===== config.mk =====
export PLATFORM = sky130hd
export DESIGN_NAME = wave_period_meter
export DESIGN_NICKNAME = d
export VERILOG_FILES = /design/src/rtl/dds_pkg.sv /design/src/rtl/hyst_comparator.sv /design/src/rtl/wave_period_meter.sv
export SDC_FILE = /design/constraint.sdc
export NUM_CORES = 1
export LEC_CHECK = 0
export CAP_MARGIN = 30
export CORE_ASPECT_RATIO = 1.4
export CORE_UTILIZATION = 45
export DETAILED_ROUTE_END_ITERATION = 12
export PLACE_DENSITY = 0.66
export SYNTH_ARGS = -nofsm -noshare
export SYNTH_HDL_FRONTEND = slang
export SYNTH_SLANG_ARGS = --single-unit

===== constraint.sdc =====
create_clock -name clk -period 2.95 [get_ports clk]
set_input_delay 0.59 -clock clk [delete_from_list [all_inputs] [get_ports clk]]
set_output_delay 0.59 -clock clk [all_outputs]
set_load 0.03 [all_outputs]

===== src/rtl/dds_pkg.sv =====
// dds_pkg: shared sample width, FSM state encoding and midscale/threshold helpers
// for the DDS generator and the wave period meter.
package dds_pkg;

    localparam int DDS_M = 12;

    typedef logic [1:0] state_t;
    localparam state_t IDLE    = 2'd0;
    localparam state_t SYNC    = 2'd1;
    localparam state_t MEASURE = 2'd2;

    function automatic int mid_of(input int m);
        return 1 << (m - 1);
    endfunction

    // Thresholds saturate to the sample range when HYST is wider than half-scale.
    function automatic int th_hi_of(input int m, input int hyst);
        return (mid_of(m) + hyst > (1 << m) - 1) ? (1 << m) - 1 : mid_of(m) + hyst;
    endfunction

    function automatic int th_lo_of(input int m, input int hyst);
        return (mid_of(m) - hyst < 0) ? 0 : mid_of(m) - hyst;
    endfunction

endpackage


===== src/rtl/hyst_comparator.sv =====
// hyst_comparator: midscale crossing detector with hysteresis; rise flags the
// strobed sample that moves the registered level from lo to hi.
module hyst_comparator
    import dds_pkg::*;
#(
    parameter int M     = DDS_M,
    parameter int TH_HI = th_hi_of(DDS_M, 64),
    parameter int TH_LO = th_lo_of(DDS_M, 64)
) (
    input  logic         clk,
    input  logic         rst,
    input  logic         sample_en,
    input  logic [M-1:0] sample,
    output logic         rise
);

    localparam logic [M-1:0] HI = TH_HI[M-1:0];
    localparam logic [M-1:0] LO = TH_LO[M-1:0];

    logic level_q, level_d;

    always_comb begin
        level_d = !sample_en ? level_q : level_q ? (sample >= LO) : (sample >= HI);
    end

    assign rise = sample_en && !level_q && (sample >= HI);

    always_ff @(posedge clk or posedge rst) begin
        if (rst) level_q <= 1'b0;
        else     level_q <= level_d;
    end

endmodule


===== src/rtl/wave_period_meter.sv =====
// wave_period_meter: averages the rising-crossing period of a sample stream over
// 2^AVG_LOG2 cycles, in sample_en ticks. Define PERIOD_JITTER_EN to add the jitter port.
module wave_period_meter
    import dds_pkg::*;
#(
    parameter int M        = DDS_M,
    parameter int CNT_W    = 20,
    parameter int AVG_LOG2 = 2,
    parameter int HYST     = 64
) (
    input  logic             clk,
    input  logic             rst,
    input  logic             sample_en,
    input  logic [M-1:0]     sample,
    input  logic             start,
    output logic             busy,
    output logic [CNT_W-1:0] period,
    output logic             period_valid,
    output logic             timeout
`ifdef PERIOD_JITTER_EN
    ,
    output logic [CNT_W-1:0] jitter
`endif
);

    localparam int                 NE_INT  = 1 << AVG_LOG2;
    localparam logic [AVG_LOG2:0]  NE      = NE_INT[AVG_LOG2:0];
    localparam logic [CNT_W-1:0]   ACC_MAX = '1;
    localparam logic [CNT_W:0]     ACC_TOP = {1'b0, ACC_MAX};

    state_t            state_q, state_d;
    logic [CNT_W-1:0]  acc_q, acc_d;
    logic [AVG_LOG2:0] edges_q, edges_d;
    logic [CNT_W-1:0]  period_q, period_d;
    logic              valid_q, valid_d;
    logic              timeout_q, timeout_d;
    logic [CNT_W:0]    acc_inc;
    logic [AVG_LOG2:0] edges_inc;
    logic              rise;

    hyst_comparator #(
        .M     (M),
        .TH_HI (th_hi_of(M, HYST)),
        .TH_LO (th_lo_of(M, HYST))
    ) u_cmp (
        .clk       (clk),
        .rst       (rst),
        .sample_en (sample_en),
        .sample    (sample),
        .rise      (rise)
    );

    assign acc_inc   = {1'b0, acc_q} + (CNT_W + 1)'(1);
    assign edges_inc = edges_q + (AVG_LOG2 + 1)'(1);

`ifdef PERIOD_JITTER_EN
    logic [CNT_W-1:0] per_q, per_d, min_q, min_d, max_q, max_d, jit_q, jit_d;
    logic [CNT_W-1:0] per_inc, nmin, nmax;
    // The first complete period seeds both extremes.
    assign per_inc = per_q + CNT_W'(1);
    assign nmin    = (edges_q == '0 || per_inc < min_q) ? per_inc : min_q;
    assign nmax    = (edges_q == '0 || per_inc > max_q) ? per_inc : max_q;
    assign jitter  = jit_q;
`endif

    always_comb begin
        state_d   = state_q;
        acc_d     = acc_q;
        edges_d   = edges_q;
        period_d  = period_q;
        valid_d   = 1'b0;
        timeout_d = 1'b0;
`ifdef PERIOD_JITTER_EN
        per_d     = per_q;
        min_d     = min_q;
        max_d     = max_q;
        jit_d     = jit_q;
`endif
        case (state_q)
            IDLE: if (start) begin
                state_d = SYNC;
                acc_d   = '0;
            end
            SYNC: if (sample_en) begin
                if (rise) begin
                    state_d = MEASURE;
                    acc_d   = '0;
                    edges_d = '0;
`ifdef PERIOD_JITTER_EN
                    per_d   = '0;
`endif
                end else begin
                    acc_d = CNT_W'(acc_inc);
                    if (acc_inc == ACC_TOP) begin
                        timeout_d = 1'b1;
                        state_d   = IDLE;
                    end
                end
            end
            MEASURE: if (sample_en) begin
                if (acc_q == ACC_MAX) begin
                    timeout_d = 1'b1;
                    state_d   = IDLE;
                end else begin
                    acc_d = CNT_W'(acc_inc);
                    if (rise) edges_d = edges_inc;
`ifdef PERIOD_JITTER_EN
                    per_d = rise ? '0 : per_inc;
                    if (rise) begin
                        min_d = nmin;
                        max_d = nmax;
                    end
`endif
                    if (rise && edges_inc == NE) begin
                        period_d = CNT_W'(acc_inc >> AVG_LOG2);
                        valid_d  = 1'b1;
                        state_d  = IDLE;
`ifdef PERIOD_JITTER_EN
                        jit_d    = nmax - nmin;
`endif
                    end
                end
            end
            default: state_d = IDLE;
        endcase
    end

    always_ff @(posedge clk or posedge rst) begin
        if (rst) begin
            state_q   <= IDLE;
            acc_q     <= '0;
            edges_q   <= '0;
            period_q  <= '0;
            valid_q   <= 1'b0;
            timeout_q <= 1'b0;
`ifdef PERIOD_JITTER_EN
            per_q     <= '0;
            min_q     <= '0;
            max_q     <= '0;
            jit_q     <= '0;
`endif
        end else begin
            state_q   <= state_d;
            acc_q     <= acc_d;
            edges_q   <= edges_d;
            period_q  <= period_d;
            valid_q   <= valid_d;
            timeout_q <= timeout_d;
`ifdef PERIOD_JITTER_EN
            per_q     <= per_d;
            min_q     <= min_d;
            max_q     <= max_d;
            jit_q     <= jit_d;
`endif
        end
    end

    assign busy         = state_q != IDLE;
    assign period       = period_q;
    assign period_valid = valid_q;
    assign timeout      = timeout_q;

endmodule


==> results by group <==
GRT
  – Gr usage total: 21.7%
  – Vias in the first global route: 2192
  – First-pass GRT wire length: 10600 um
  – Largest net degree at the start of global routing: 39
  – Initial antenna violation count: 0
  – Grt ovf: 0

Yosys
  – Synth cell count leaders: dfrtp_1 (47), nand2_1 (35), a21oi_1 (27), nor2_1 (25)
  – Post-synthesis cell count: 323
  – Mux cell area share after synthesis: 0%
  – Synth Area in Adders: 3.12%
  – Largest family of logic cells by synthesized area: compound AO/OA/AOI/OAI gates
  – Unique masters post-synth: 48
  – Xor/xnor share of the synthesized area: 4.99%
  – Warnings, synthesis: 0
  – Most frequent cell after synthesis: dfrtp_1
  – Post-synth ARST share: 100%
  – Mapped cell area: 2810 um^2
  – Synth Area in Compound Gates: 22.0%
  – Syn Nets: 346
  – Number of synthesized flops with an enable pin: 0
  – Share of the yosys chip area belonging to registers: 41.9%
  – Yosys top cell area share: 41.9%
  – Top cells by area, synth: dfrtp_1 (42%), a21oi_1 (4.8%), nand2_1 (4.7%)
  – Syn Area/Cell: 8.70 um^2
  – Register bit count reported by yosys: 47
  – Synth area leader: dfrtp_1
  – Simple-Gate Fraction of Synth Area: 21.8%
  – Top_reg_cell synth: dfrtp_1

Clock tree
  – Clock Tree Root: clkbuf_8
  – Worst skew pair latency: 0.29 ns
  – Num CTS Buffers: 5
  – CTS sink cnt: 47
  – Worst-path clk slew: 0.09 ns
  – TritonCTS clock tree: done
  – Hold Buf Count CTS: 0
  – Gates resized, CTS repair: 0
  – Post-CTS Setup Repair Bufs: 0
  – CTS H-tree depth: 2
  – Clock Tree Buf Depth: 2

Pwr
  – Switch Pwr: 839 uW
  – Pwr dens: 648 nW/um^2
  – Sw frac: 39.4%
  – Logic gate share of total power: 41.0%
  – Int Power: 1290 uW
  – Leak: 0.00131 uW
  – Sequential Power Share: 40.7%
  – Clk network pwr share: 18.3%
  – Total power: 2130 uW
  – Worst VDD drop: 0.373 mV

Floorplanning
  – Ports: 39
  – Die extent in y: 95.5 um
  – FP Rows: 33
  – Total core area: 5950 um^2
  – Die Wd: 68.8 um
  – Initial Utilization: 47.3%
  – Die footprint: 6570 um^2

Layout
  – Antenna diode count: 0
  – Filler cell count: 562
  – Util after Layout: 55.3%
  – Multi-input logic area: 1470 um^2
  – Design area: 3290 um^2
  – Seq. cell area: 1180 um^2
  – Layout cell share with drive strength beyond 1: 7.80%
  – NumNets Final: 369
  – Area delta synth->final: 17.0%

STA
  – Max Freq: 0.393 GHz
  – Setup TNS: 0 ns
  – Setup violations, final: 0
  – Unrepaired setup endpoints after global routing: no
  – Worst slew pin tran: 0.594 ns
  – Max-slew violation count: 0
  – Post-layout minimum cycle time: 2.54 ns
  – Final hold vios: 0
  – Max-slew headroom: 60.4%
  – Crit share post-route: 86.3%
  – Clock Skews: 0.0106 ns
  – Final WS setup: 0.406 ns

Placed design
  – Post-DP HPWL: 4640 um
  – GP Congestion: 0.923
  – Dpl cell area: 3200 um^2
  – Pre-CTS worst setup slack: 0.190 ns
  – IO buf count: 31

Drt
  – DR vias: 2408
  – DR WL/cell: 15.4 um
  – Detail Route Antenna Nets: 0
  – DR pass1 iterations: 4
  – DR DRC count: 0
  – DR vias/cell: 5.79
  – Routed WL: 6390 um
  – Starting DRC count in detailed routing: 99

Job
  – Max_cap viols: 0

Worst setup path
  – Critical Path Fanout Max: 10
  – Worst EP arrival: 2.72 ns
  – Crit path capture type: flop
  – CP Data Required Time: 3.12 ns
  – Type of the worst setup path: reg -> reg
  – Crit start category: flop

Hold path
  – Min-Delay Path Class: reg -> reg

Run status
  – Outcome: finished, final reports clean
metrics by stage:
stage | hold WS (ns) | cells
2_1_floorplan | 0.461 | 323
3_3_place_gp | 0.474 | 409
5_1_grt | 0.532 | 416
6_report | 0.495 | 416
4_1_cts | 0.504 | 416
3_5_place_dp | 0.484 | 409
sequential cells by signal, summed over array words and instances, names as in the netlist:
signal / flops
acc_q: 20
period: 19
edges_q: 3
state_q: 2
period_valid: 1
timeout: 1
u_cmp.level_q: 1
cells by family after synthesis:
| group | after synthesis |
|---|---|
| XOR/XNOR | 16 |
| AO/OA/AOI/OAI | 93 |
| AND/OR/NAND/NOR | 120 |
| adder cells (fa/ha/maj) | 7 |
| buffers and inverters | 39 |
| other | 1 |
| flip-flops | 47 |
cell usage in the layout (no fill, tap or decap), drive strengths merged, types with 8 or more instances in the layout:
cell type and instances:
buf 12, o21ai 13, dfrtp 47, a31oi 17, nand3 12, nand4 8, nor4 8, nor2 25
a21oi 28, clkdlybuf4s50 31, inv 12, xnor2 10, nand2 35
worst paths after layout:
kind,slack [ns],end,start,cells after the start
max in group asynchronous,1.68,acc_q[18]$_DFFE_PP0P_,rst,3
worst min register to register,0.49,period[15]$_DFFE_PP0P_,period[15]$_DFFE_PP0P_,1
worst max-delay path,0.41,state_q[1]$_DFFE_PP0P_,acc_q[1]$_DFFE_PP0P_,7
min in group asynchronous,0.68,period[17]$_DFFE_PP0P_,rst,2
worst max register to register,0.41,state_q[1]$_DFFE_PP0P_,acc_q[1]$_DFFE_PP0P_,7
worst min-delay path,0.49,period[15]$_DFFE_PP0P_,period[15]$_DFFE_PP0P_,1
metal layers:
metal / vias to the layer above / part of all wire, % / track usage, %
met1: 1148 / 45 / 27.1
met3: 8 / 2.4 / 3.95
li1: 1207 / - / -
met4: 0 / 1.7 / 7.99
met2: 45 / 51 / 36.5
met5: - / 0 / 0
critical path, stage by stage, from the launching register on:
cell	delay [ns]
dfrtp_1	0.52
ha_1	0.31
nand3_1	0.18
nor4_1	0.38
xnor2_1	0.19
nor4_1	0.48
and3_1	0.26
o211ai_1	0.10
final cells by class:
| type | instances | share of cell area (%) |
|---|---|---|
| well taps | 70 | 2.66 |
| clock buffers | 6 | 2.51 |
| multi-input cells | 237 | 44.6 |
| inverters | 12 | 1.37 |
| flip-flops and latches | 47 | 35.8 |
| clock inverters | 1 | 0.152 |
| repair buffers | 43 | 12.9 |
power by group through the flow:
stage	combinational [uW]	sequential [uW]	clock, uW
2_1_floorplan	460	979	0
3_3_place_gp	867	874	0
3_5_place_dp	882	881	0
4_1_cts	886	868	402
5_1_grt	974	886	419
6_report	874	867	390
No activity file was read; power rests on OpenSTA's default activity.
